### config.mk
export PLATFORM = sky130hd
export DESIGN_NAME = demux1t4_stream_flat
export DESIGN_NICKNAME = d
export VERILOG_FILES = /design/src/rtl/demux1t4_stream_pkg.sv /design/src/rtl/demux1t4_stream_if.sv /design/src/rtl/demux1t4_stream_chan_fifo.sv /design/src/rtl/demux1t4_stream.sv /design/src/flat_wrapper.sv
export SDC_FILE = /design/constraint.sdc
export NUM_CORES = 1
export LEC_CHECK = 0
export CAP_MARGIN = 20
export CORE_AREA = 10 10 70 72
export CTS_CLUSTER_DIAMETER = 150
export DETAILED_ROUTE_END_ITERATION = 6
export DIE_AREA = 0 0 80 82
export PLACE_DENSITY = 0.66
export SLEW_MARGIN = 20
export SYNTH_ARGS = -nofsm -noshare
export SYNTH_HDL_FRONTEND = slang
export SYNTH_SLANG_ARGS = --single-unit
### constraint.sdc
create_clock -name clk -period 3.6 [get_ports clk]
set_clock_uncertainty 0.15 [all_clocks]
set_input_delay 1.08 -clock clk [delete_from_list [all_inputs] [get_ports clk]]
set_output_delay 1.08 -clock clk [all_outputs]
set_load 0.005 [all_outputs]
### src/rtl/demux1t4_stream_pkg.sv
// Shared constants and helpers for the 1-to-4 stream demultiplexer.
package demux_pkg;

    localparam int NUM_CH = 4;
    localparam int SEL_W  = 2;

    // Occupancy counter width: must hold 0..depth inclusive.
    function automatic int cnt_w(input int depth);
        return $clog2(depth) + 1;
    endfunction

endpackage

### src/rtl/demux1t4_stream_if.sv
// Producer-side stream and four consumer-side channels of the demultiplexer.
interface demux1t4_stream_if #(
    parameter int WIDTH = 1,
    parameter int DEPTH = 2
);
    import demux_pkg::*;

    localparam int CW = cnt_w(DEPTH);

    logic [WIDTH-1:0]       I;
    logic [SEL_W-1:0]       S;
    logic                   I_valid;
    logic                   I_ready;
    logic [WIDTH-1:0]       O0;
    logic [WIDTH-1:0]       O1;
    logic [WIDTH-1:0]       O2;
    logic [WIDTH-1:0]       O3;
    logic [NUM_CH-1:0]      O_valid;
    logic [NUM_CH-1:0]      O_ready;
    logic [NUM_CH*CW-1:0]   O_count;

    // Environment side: drives the input stream and the consumer readies.
    modport master (
        output I, S, I_valid, O_ready,
        input  I_ready, O0, O1, O2, O3, O_valid, O_count
    );

    // Demultiplexer side.
    modport slave (
        input  I, S, I_valid, O_ready,
        output I_ready, O0, O1, O2, O3, O_valid, O_count
    );

endinterface

### src/rtl/demux1t4_stream_chan_fifo.sv
// Per-channel FIFO: registered head, full/empty flags and occupancy count.
module chan_fifo
    import demux_pkg::*;
#(
    parameter int WIDTH = 1,
    parameter int DEPTH = 2
) (
    input  logic                      clk,
    input  logic                      rst,
    input  logic                      push,
    input  logic                      pop,
    input  logic [WIDTH-1:0]          din,
    output logic [WIDTH-1:0]          head,
    output logic                      full,
    output logic                      empty,
    output logic [cnt_w(DEPTH)-1:0]   count
);
    localparam int PW = $clog2(DEPTH);
    localparam int CW = cnt_w(DEPTH);

    logic [DEPTH-1:0][WIDTH-1:0] mem_q, mem_d;
    logic [PW-1:0]               rd_ptr_q, rd_ptr_d;
    logic [PW-1:0]               wr_ptr_q, wr_ptr_d;
    logic [CW-1:0]               count_q, count_d;
    logic                        full_q, full_d;
    logic                        empty_q, empty_d;
    logic                        push_ok, pop_ok;

    // Next-state: a full FIFO never accepts, even when popping the same cycle.
    always_comb begin
        push_ok  = push && !full_q;
        pop_ok   = pop && !empty_q;
        mem_d    = mem_q;
        rd_ptr_d = rd_ptr_q;
        wr_ptr_d = wr_ptr_q;
        count_d  = count_q;
        if (push_ok) begin
            mem_d[wr_ptr_q] = din;
            wr_ptr_d        = wr_ptr_q + 1'b1;
        end
        if (pop_ok) begin
            rd_ptr_d = rd_ptr_q + 1'b1;
        end
        case ({push_ok, pop_ok})
            2'b10:   count_d = count_q + 1'b1;
            2'b01:   count_d = count_q - 1'b1;
            default: count_d = count_q;
        endcase
        full_d  = (count_d == CW'(DEPTH));
        empty_d = (count_d == '0);
    end

    // State registers; storage is cleared too so the head reads 0 after reset.
    always_ff @(posedge clk) begin
        if (rst) begin
            mem_q    <= '0;
            rd_ptr_q <= '0;
            wr_ptr_q <= '0;
            count_q  <= '0;
            full_q   <= 1'b0;
            empty_q  <= 1'b1;
        end else begin
            mem_q    <= mem_d;
            rd_ptr_q <= rd_ptr_d;
            wr_ptr_q <= wr_ptr_d;
            count_q  <= count_d;
            full_q   <= full_d;
            empty_q  <= empty_d;
        end
    end

    assign head  = mem_q[rd_ptr_q];
    assign full  = full_q;
    assign empty = empty_q;
    assign count = count_q;

endmodule

### src/rtl/demux1t4_stream.sv
// Registered 1-to-4 stream demultiplexer: one FIFO per channel, select decode on top.
module demux1t4_stream
    import demux_pkg::*;
#(
    parameter int WIDTH = 1,
    parameter int DEPTH = 2
) (
    input  logic               clk,
    input  logic               rst,
    demux1t4_stream_if.slave   bus
);
    localparam int CW = cnt_w(DEPTH);

    logic [NUM_CH-1:0]            push;
    logic [NUM_CH-1:0]            full;
    logic [NUM_CH-1:0]            empty;
    logic [NUM_CH-1:0][WIDTH-1:0] head;
    logic [NUM_CH-1:0][CW-1:0]    count;

    // Ready only looks at the addressed channel, so a stalled channel blocks only its own words.
    assign bus.I_ready = !rst && !full[bus.S];

    // Steer an accepted word to the FIFO picked by S.
    always_comb begin
        push = '0;
        if (bus.I_valid && bus.I_ready) begin
            push[bus.S] = 1'b1;
        end
    end

    for (genvar k = 0; k < NUM_CH; k++) begin : g_ch
        chan_fifo #(
            .WIDTH (WIDTH),
            .DEPTH (DEPTH)
        ) u_fifo (
            .clk   (clk),
            .rst   (rst),
            .push  (push[k]),
            .pop   (bus.O_ready[k]),
            .din   (bus.I),
            .head  (head[k]),
            .full  (full[k]),
            .empty (empty[k]),
            .count (count[k])
        );
    end

    assign bus.O_valid = ~empty;
    assign bus.O_count = count;
    assign bus.O0      = head[0];
    assign bus.O1      = head[1];
    assign bus.O2      = head[2];
    assign bus.O3      = head[3];

endmodule

### src/flat_wrapper.sv
// flat-port wrapper written by rule: the top's interface ports become plain ports
module demux1t4_stream_flat import demux_pkg::*;
#(
    parameter int WIDTH = 1,
    parameter int DEPTH = 2
)
  (clk, rst, bus_I, bus_S, bus_I_valid, bus_O_ready, bus_I_ready, bus_O0, bus_O1, bus_O2, bus_O3, bus_O_valid, bus_O_count);
  demux1t4_stream_if #(.WIDTH(WIDTH), .DEPTH(DEPTH)) bus_i ();
  input  logic clk;
  input  logic rst;
  input wire logic [$bits(bus_i.I)-1:0] bus_I;
  input wire logic [$bits(bus_i.S)-1:0] bus_S;
  input wire logic [$bits(bus_i.I_valid)-1:0] bus_I_valid;
  input wire logic [$bits(bus_i.O_ready)-1:0] bus_O_ready;
  output wire logic [$bits(bus_i.I_ready)-1:0] bus_I_ready;
  output wire logic [$bits(bus_i.O0)-1:0] bus_O0;
  output wire logic [$bits(bus_i.O1)-1:0] bus_O1;
  output wire logic [$bits(bus_i.O2)-1:0] bus_O2;
  output wire logic [$bits(bus_i.O3)-1:0] bus_O3;
  output wire logic [$bits(bus_i.O_valid)-1:0] bus_O_valid;
  output wire logic [$bits(bus_i.O_count)-1:0] bus_O_count;
  assign bus_i.I = bus_I;
  assign bus_i.S = bus_S;
  assign bus_i.I_valid = bus_I_valid;
  assign bus_i.O_ready = bus_O_ready;
  assign bus_I_ready = bus_i.I_ready;
  assign bus_O0 = bus_i.O0;
  assign bus_O1 = bus_i.O1;
  assign bus_O2 = bus_i.O2;
  assign bus_O3 = bus_i.O3;
  assign bus_O_valid = bus_i.O_valid;
  assign bus_O_count = bus_i.O_count;
  demux1t4_stream #(.WIDTH(WIDTH), .DEPTH(DEPTH)) u_core (.clk(clk), .rst(rst), .bus(bus_i));
endmodule
==> results.json, run 1 <==
{
  "status": "finished clean",
  "fp-row-count": 22,
  "place_inst": 238,
  "min_period_over_period": 0.978,
  "grt_pass1_vias": 1194,
  "r2r_start": "u_core.g_ch[1].u_fifo.full",
  "ys_top_cells_by_area": "dfxtp_1 42%, mux2i_1 6.6%, nor2b_1 6.6%",
  "initial_core_util": 0.425,
  "grt_use_total": 0.104,
  "ios": 27,
  "power_uw": 733,
  "synth_edf_count": 0,
  "yosys_warnings": 0,
  "avgViaCountPerCell": 5.00,
  "p_leak_uw": 0.000745,
  "hold_slack_ns": 0.312,
  "die_area_sq_um": 6560,
  "die_w_um": 80,
  "dr.pass1.iters": 5,
  "syn_area_per_cell_sq_um": 9.10,
  "powerDensity_nw_per_um2": 389,
  "dp_hpwl_um": 2400,
  "insertion_delay_ns": 0.34,
  "cp-start-kind": "primary input",
  "postRouteWirelength_um": 3170,
  "fin_nets": 211,
  "synth_async_sr_flop_share": 0,
  "clockRootBuffer": "clkbuf_4",
  "place_ws_ns": -0.328,
  "antenna_left": 0,
  "crit_required_ns": 2.37,
  "postCtsHoldBufs": 0,
  "clk_pin_slew_ns": 0.09,
  "ys.flop_type": "dfxtp_1",
  "fin_crit_ns": 3.52,
  "routedWlPerCell_um": 12.9,
  "post_cts.repair.setup_buffers": 0,
  "rsz0062_at_grt": "false",
  "synth.ff_latch_count": 32,
  "worstSetupPathType": "primary input to primary output",
  "cts_resized": 2,
  "hold_class": "register to register",
  "grt-ovfl-total": 0,
  "end_kind": "primary output",
  "antenna_cells": 0,
  "drc_errors": 0,
  "yosysTopAreaCell": "dfxtp_1",
  "fp.dieH_um": 82,
  "syn_to_final_growth_pct": 24.1,
  "worstPathArrival_ns": 2.29,
  "cp_max_fo": 3,
  "gp_routability_congestion": 0.763,
  "tightest_slew_ns": 0.353,
  "setup_ws_ns": 0.0788,
  "clk_path_buf_depth": 2,
  "hold_start": "u_core.g_ch[0].u_fifo.mem_q[0]",
  "crit_path_start": "bus_S[1]",
  "stdcell_count": 245,
  "slew-limit-headroom": 0.764,
  "synthesis.area_sq_um": 1520,
  "syn-num-nets": 181,
  "setup_violations": 0,
  "drt_iter0_markers": 128,
  "cts_made_buffers": 5,
  "grt_start_max_net_pins": 24,
  "grt_pass1_wl_um": 5300,
  "antenna_found_initial": 0,
  "cts_sinks": 32,
  "drv_cap": 0,
  "hold_viol_final": 0,
  "synth_common_cells": "32 x dfxtp_1, 19 x nand2_1, 16 x nor2b_1, 12 x nor2_1",
  "final_core_util": 0.527,
  "num_vias": 1225,
  "synth_cell_types": 31,
  "cts_tree": "built",
  "netlist.area_leader.share": 0.421,
  "peakVddDrop_v": 0.000244,
  "ys_seq_area_frac": 0.421,
  "drv_slew": 0,
  "io_buffers": 26,
  "core_area_sq_um": 3580,
  "fmax_ghz": 0.284,
  "layout-drive-gt1-share": 0.0964,
  "htree_levels": 2,
  "synthMostInstantiatedCell": "dfxtp_1",
  "synthCells": 167
}
path summary, 6_finish.rpt:
kind	to	slack, ns	cells after the start
setup / recovery	bus_I_ready	0.08	4
setup reg to reg	u_core.g_ch[1].u_fifo.full	1.80	6
hold / removal	u_core.g_ch[0].u_fifo.mem_q[0]	0.31	2
hold reg to reg	u_core.g_ch[0].u_fifo.mem_q[0]	0.31	2
placed cells by master, fill, tap and decap left out, types with 5 or more instances in the layout:
| cell type | count |
|---|---|
| a21oi_1 | 5 |
| clkbuf_4 | 5 |
| clkdlybuf4s50_1 | 24 |
| dfxtp_1 | 32 |
| inv_1 | 10 |
| mux2i_1 | 10 |
| nand2_1 | 19 |
| nor2_1 | 12 |
| nor2b_1 | 16 |
| nor3_1 | 6 |
| o21ai_0 | 7 |
| xnor2_1 | 10 |
sequential cells by signal (all words and copies together), names as in the netlist:
name                         flops
u_core.g_ch.u_fifo.wr_ptr_q      4
u_core.g_ch.u_fifo.empty         4
u_core.g_ch.u_fifo.full          4
u_core.g_ch.u_fifo.mem_q         8
u_core.g_ch.u_fifo.rd_ptr_q      4
u_core.g_ch.u_fifo.count         8
critical path: stages:
cell and delay [ns]:
clkdlybuf4s50_1 0.56, mux4_2 0.32, nor2_1 0.09, dlygate4sd2_1 0.24
layout make-up:
| cell class | instances | area [sq um] |
|---|---|---|
| Clock buffer | 7 | 65.1 |
| Fill cell | 343 | 1690 |
| Inverter | 10 | 37.5 |
| Multi-Input combinational cell | 119 | 803 |
| Sequential cell | 32 | 641 |
| Tap cell | 48 | 60.1 |
| Timing Repair Buffer | 29 | 280 |
per-stage QoR:
stage / setup TNS, ns / instance area (sq um)
2_1_floorplan: 0 / 1520
3_3_place_gp: -0.309 / 1820
3_5_place_dp: -0.328 / 1820
4_1_cts: 0 / 1890
5_1_grt: 0 / 1890
6_report: 0 / 1890
logic make-up after synthesis:
logic type      count (synthesis)  synth area share
simple gates                   69             0.240
flops                          32             0.421
compound gates                 21            0.0872
buf+inv                        16            0.0502
mux                            15             0.110
xor+xnor                       10            0.0576
fa+ha+maj                       4            0.0329
report_power, final:
part	switching [uW]	internal [uW]	total, uW	leakage, uW
registers	15.0	373	388	0.000260
logic	53.4	67.2	121	0.000448
clock network	114	111	225	0.0000374
metal layers:
metal / vias up / global-route usage / part of all wire
met3: 5 / 0.0579 / 0.082
met5: - / 0 / 0
li1: 626 / - / -
met1: 570 / 0.111 / 0.43
met4: 0 / 0.0423 / 0.015
met2: 24 / 0.169 / 0.47
(Power assumes the default switching activity.)
==> run 2, diff against run 1 <==
--- a/config.mk
+++ b/config.mk
@@ -6,11 +6,11 @@
 export NUM_CORES = 1
 export LEC_CHECK = 0
 export CAP_MARGIN = 20
-export CORE_AREA = 10 10 70 72
+export CORE_AREA = 5 5 59 61
 export CTS_CLUSTER_DIAMETER = 150
 export DETAILED_ROUTE_END_ITERATION = 6
-export DIE_AREA = 0 0 80 82
-export PLACE_DENSITY = 0.66
+export DIE_AREA = 0 0 64 66
+export PLACE_DENSITY_LB_ADDON = 0.2
 export SLEW_MARGIN = 20
 export SYNTH_ARGS = -nofsm -noshare
 export SYNTH_HDL_FRONTEND = slang
==> results.json, run 2 (same netlist as run 1, synthesis figures left out) <==
{
  "status": "finished clean",
  "worstSetupPathType": "primary input to primary output",
  "fp.dieH_um": 66,
  "hold_path_depth": 2,
  "cp_max_fo": 2,
  "ios": 27,
  "drv_cap": 0,
  "stdcell_count": 231,
  "fp-row-count": 20,
  "r2r_setup_slack_ns": 1.77,
  "grt_pass1_wl_um": 5330,
  "peakVddDrop_v": 0.000310,
  "p_leak_uw": 0.000751,
  "drt_iter0_markers": 49,
  "postCtsHoldBufs": 0,
  "place_inst": 224,
  "postRouteWirelength_um": 2990,
  "fin_nets": 212,
  "antenna_left": 0,
  "die_area_sq_um": 4220,
  "post_cts.repair.setup_buffers": 0,
  "fin_crit_ns": 3.43,
  "clockRootBuffer": "clkbuf_4",
  "layout-drive-gt1-share": 0.101,
  "grt_use_total": 0.161,
  "htree_levels": 2,
  "placed_area_sq_um": 1810,
  "gp_routability_congestion": 0.698,
  "avgViaCountPerCell": 5.24,
  "hold_start": "u_core.g_ch[0].u_fifo.mem_q[1]",
  "layout_commonest_cell": "dfxtp_1",
  "drc_errors": 0,
  "hold_class": "register to register",
  "initial_core_util": 0.519,
  "clk_pin_slew_ns": 0.09,
  "clk_path_buf_depth": 2,
  "combPwrFrac": 0.166,
  "fmax_ghz": 0.291,
  "rsz0062_at_grt": "false",
  "hold_viol_final": 0,
  "tightest_slew_ns": 0.344,
  "hold_slack_ns": 0.312,
  "antenna_cells": 0,
  "layout_common_cells": "32 x dfxtp_1, 24 x clkdlybuf4s50_1, 19 x nand2_1, 16 x nor2b_1, 12 x nor2_1",
  "syn_to_final_growth_pct": 23.4,
  "io_buffers": 26,
  "dr.pass1.iters": 4,
  "slew-limit-headroom": 0.770,
  "crit_required_ns": 2.37,
  "insertion_delay_ns": 0.32,
  "p_seq_frac": 0.527,
  "whs_endpoint": "u_core.g_ch[0].u_fifo.mem_q[1]",
  "cts_resized": 2,
  "design_area_sq_um": 1880,
  "die_w_um": 64,
  "setup_tns_ns": 0,
  "reg2reg_depth": 6,
  "core_area_sq_um": 2930,
  "routedWlPerCell_um": 13.0,
  "grt-ovfl-total": 0,
  "worstPathArrival_ns": 2.20,
  "setup_violations": 0,
  "powerDensity_nw_per_um2": 392,
  "drv_slew": 0,
  "cp-start-kind": "primary input",
  "cts_made_buffers": 5,
  "grt_pass1_vias": 1249,
  "antenna_found_initial": 0,
  "cts_tree": "built",
  "sw_frac_of_total": 0.251,
  "r2r_end": "u_core.g_ch[1].u_fifo.empty",
  "final_core_util": 0.641,
  "dp_hpwl_um": 2240,
  "cts_sinks": 32,
  "r2r_start": "u_core.g_ch[1].u_fifo.full",
  "min_period_over_period": 0.954,
  "p_sw_uw": 185,
  "grt_start_max_net_pins": 26,
  "internal-power_uw": 551,
  "num_vias": 1211,
  "p_clk_frac": 0.307,
  "end_kind": "primary output"
}
run 2: cell types whose count changed in the layout (fill, tap and decap cells not counted):
cell	change
buf_4	+1
run 2: layer usage:
layer	global-route usage	up-vias	wire [um]
met1	0.181	556	1380
met4	0.0623	0	35
met2	0.278	27	1420
met3	0.0544	5	161
met5	0	-	0
li1	-	623	-
run 2: final cells by class:
| type | count | area (sq um) |
|---|---|---|
| fill | 248 | 1050 |
| multi-input combinational | 119 | 803 |
| sequential | 32 | 641 |
| timing repair buffer | 30 | 288 |
| clock buffer | 7 | 65.1 |
| tap | 33 | 41.3 |
| inverter | 10 | 37.5 |
run 2: critical path, cell delays in order:
cell and delay, ns:
clkdlybuf4s50_1 0.50, mux4_2 0.29, nor2_1 0.09, dlygate4sd2_1 0.24
run 2: power groups by stage:
stage / registers (uW) / clock network [uW] / logic, uW
2_1_floorplan: 394 / 0 / 74.4
3_3_place_gp: 395 / 0 / 118
3_5_place_dp: 396 / 0 / 123
4_1_cts: 388 / 233 / 123
5_1_grt: 391 / 253 / 135
6_report: 388 / 226 / 122
run 2: worst max path at each step:
stage | startpoint | to | slack, ns | cells past startpoint
3_5_place_dp | bus_S[0] | bus_I_ready | -0.35 | 4
5_1_grt | bus_S[1] | bus_I_ready | 0.12 | 4
2_1_floorplan | bus_S[0] | bus_I_ready | 0.54 | 3
4_1_cts | bus_S[1] | bus_I_ready | 0.16 | 4
6_report | bus_S[1] | bus_I_ready | 0.17 | 4
3_3_place_gp | bus_S[0] | bus_I_ready | -0.35 | 4
run 2: through the flow:
stage	power (uW)	worst slack, ns
4_1_cts	744	0.156
6_report	736	0.167
5_1_grt	779	0.119
3_5_place_dp	519	-0.346
2_1_floorplan	468	0.542
3_3_place_gp	512	-0.354
==> run 3, diff against run 2 <==
--- a/config.mk
+++ b/config.mk
@@ -11,7 +11,8 @@
 export DETAILED_ROUTE_END_ITERATION = 6
 export DIE_AREA = 0 0 64 66
 export PLACE_DENSITY_LB_ADDON = 0.2
-export SLEW_MARGIN = 20
+export SETUP_SLACK_MARGIN = 0.2
+export SKIP_LAST_GASP = 1
 export SYNTH_ARGS = -nofsm -noshare
 export SYNTH_HDL_FRONTEND = slang
 export SYNTH_SLANG_ARGS = --single-unit
==> results.json, run 3 (same netlist as run 1, synthesis figures left out) <==
{
  "path_delay_family": "multiplexers",
  "placed_area_sq_um": 1810,
  "fp-row-count": 20,
  "cts_sinks": 32,
  "slowest_delay_ns": 0.50,
  "layout_common_cells": "32 x dfxtp_1, 23 x clkdlybuf4s50_1, 19 x nand2_1, 16 x nor2b_1, 12 x nor2_1",
  "layout_commonest_cell": "dfxtp_1",
  "ios": 27,
  "status": "finished clean",
  "antenna_left": 0,
  "fin_nets": 212,
  "insertion_delay_ns": 0.32,
  "slew-limit-headroom": 0.770,
  "place_ws_ns": -0.346,
  "htree_levels": 2,
  "num_vias": 1211,
  "drv_slew": 0,
  "grt_use_total": 0.161,
  "hold_class": "register to register",
  "cp-start-kind": "primary input",
  "peakVddDrop_v": 0.000310,
  "fmax_ghz": 0.300,
  "routedWlPerCell_um": 13.0,
  "hold_viol_final": 0,
  "crit_slowest_cell": "mux4_2",
  "fin_crit_ns": 3.33,
  "clk_pin_slew_ns": 0.09,
  "cts_made_buffers": 5,
  "rsz0062_at_grt": "false",
  "syn_to_final_growth_pct": 23.5,
  "setup_ws_ns": 0.266,
  "post_cts.repair.setup_buffers": 0,
  "die_w_um": 64,
  "dr.pass1.iters": 4,
  "fillers": 248,
  "clk_path_buf_depth": 2,
  "postCtsHoldBufs": 0,
  "min_period_over_period": 0.926,
  "layout-drive-gt1-share": 0.106,
  "gp_routability_congestion": 0.698,
  "drv_cap": 0,
  "end_kind": "primary output",
  "drc_errors": 0,
  "crit_required_ns": 2.37,
  "design_area_sq_um": 1880,
  "initial_core_util": 0.519,
  "grt-ovfl-total": 0,
  "grt_start_max_net_pins": 26,
  "p_leak_uw": 0.000751,
  "grt_pass1_wl_um": 5330,
  "dp_hpwl_um": 2240,
  "core_area_sq_um": 2930,
  "die_area_sq_um": 4220,
  "avgViaCountPerCell": 5.24,
  "tightest_slew_ns": 0.344,
  "setup_violations": 0,
  "final_core_util": 0.641,
  "crit_buf_inv": 2,
  "io_buffers": 26,
  "crit_path_cell_trace": "clkdlybuf4s15_1 > mux4_2 > nor2_1 > clkdlybuf4s15_2",
  "cts_tree": "built",
  "cp_max_fo": 2,
  "drt_iter0_markers": 49,
  "antenna_found_initial": 0,
  "powerDensity_nw_per_um2": 392,
  "setup_tns_ns": 0,
  "worstSetupPathType": "primary input to primary output",
  "fp.dieH_um": 66,
  "worstPathArrival_ns": 2.10,
  "hold_slack_ns": 0.312,
  "antenna_cells": 0,
  "grt_pass1_vias": 1249,
  "postRouteWirelength_um": 2990,
  "clockRootBuffer": "clkbuf_4"
}
## run 3: changes by cell type in the layout (fill, tap and decap cells not counted)
cell and change:
clkdlybuf4s50_1 -1, clkdlybuf4s15_2 +1, clkdlybuf4s15_1 +1, dlygate4sd2_1 -1
## run 3: layout make-up
cell class	count	area (sq um)	area share
repair buffers	30	290	0.155
flip-flops and latches	32	641	0.341
clock buffers	7	65.1	0.0346
well taps	33	41.3	0.0220
inverters	10	37.5	0.0200
multi-input cells	119	803	0.428
## run 3: worst paths after layout
check	startpoint	to	slack, ns	cells after the start
worst max-delay path	bus_S[0]	bus_I_ready	0.27	4
worst min-delay path	u_core.g_ch[0].u_fifo.mem_q[1]	u_core.g_ch[0].u_fifo.mem_q[1]	0.31	2
worst max register to register	u_core.g_ch[1].u_fifo.full	u_core.g_ch[1].u_fifo.empty	1.77	6
worst min register to register	u_core.g_ch[0].u_fifo.mem_q[1]	u_core.g_ch[0].u_fifo.mem_q[1]	0.31	2
## run 3: worst reg2reg max path: cells and delay by family, from the launching register on
family / cells / cell delay [ns]
flops: 1 / 0.33
fa+ha+maj: 1 / 0.33
simple gates: 3 / 0.64
compound gates: 2 / 0.31
## run 3: layer usage
layer | share of wire | track usage | up-vias | wire length [um]
li1 | - | - | 623 | -
met1 | 0.46 | 0.181 | 556 | 1390
met2 | 0.47 | 0.278 | 27 | 1420
met3 | 0.051 | 0.0544 | 5 | 154
met4 | 0.012 | 0.0623 | 0 | 35
met5 | 0 | 0 | - | 0
## run 3: metrics by stage
| step | instances | power [uW] |
|---|---|---|
| after floorplan | 167 | 468 |
| final | 231 | 736 |
| after global placement | 224 | 512 |
| after detailed placement | 224 | 519 |
| after global routing | 231 | 779 |
| after CTS | 231 | 744 |
## run 3: what timing repair did
item / CTS / global route
gates resized for setup: 5 / 1
setup endpoints to repair: 1 / 1
cloned: 0 / 0
## run 3: where the power goes
part	internal (uW)	switching [uW]	total [uW]
clock network	111	115	226
logic	67.7	54.6	122
registers	373	14.9	388
total	551	185	736
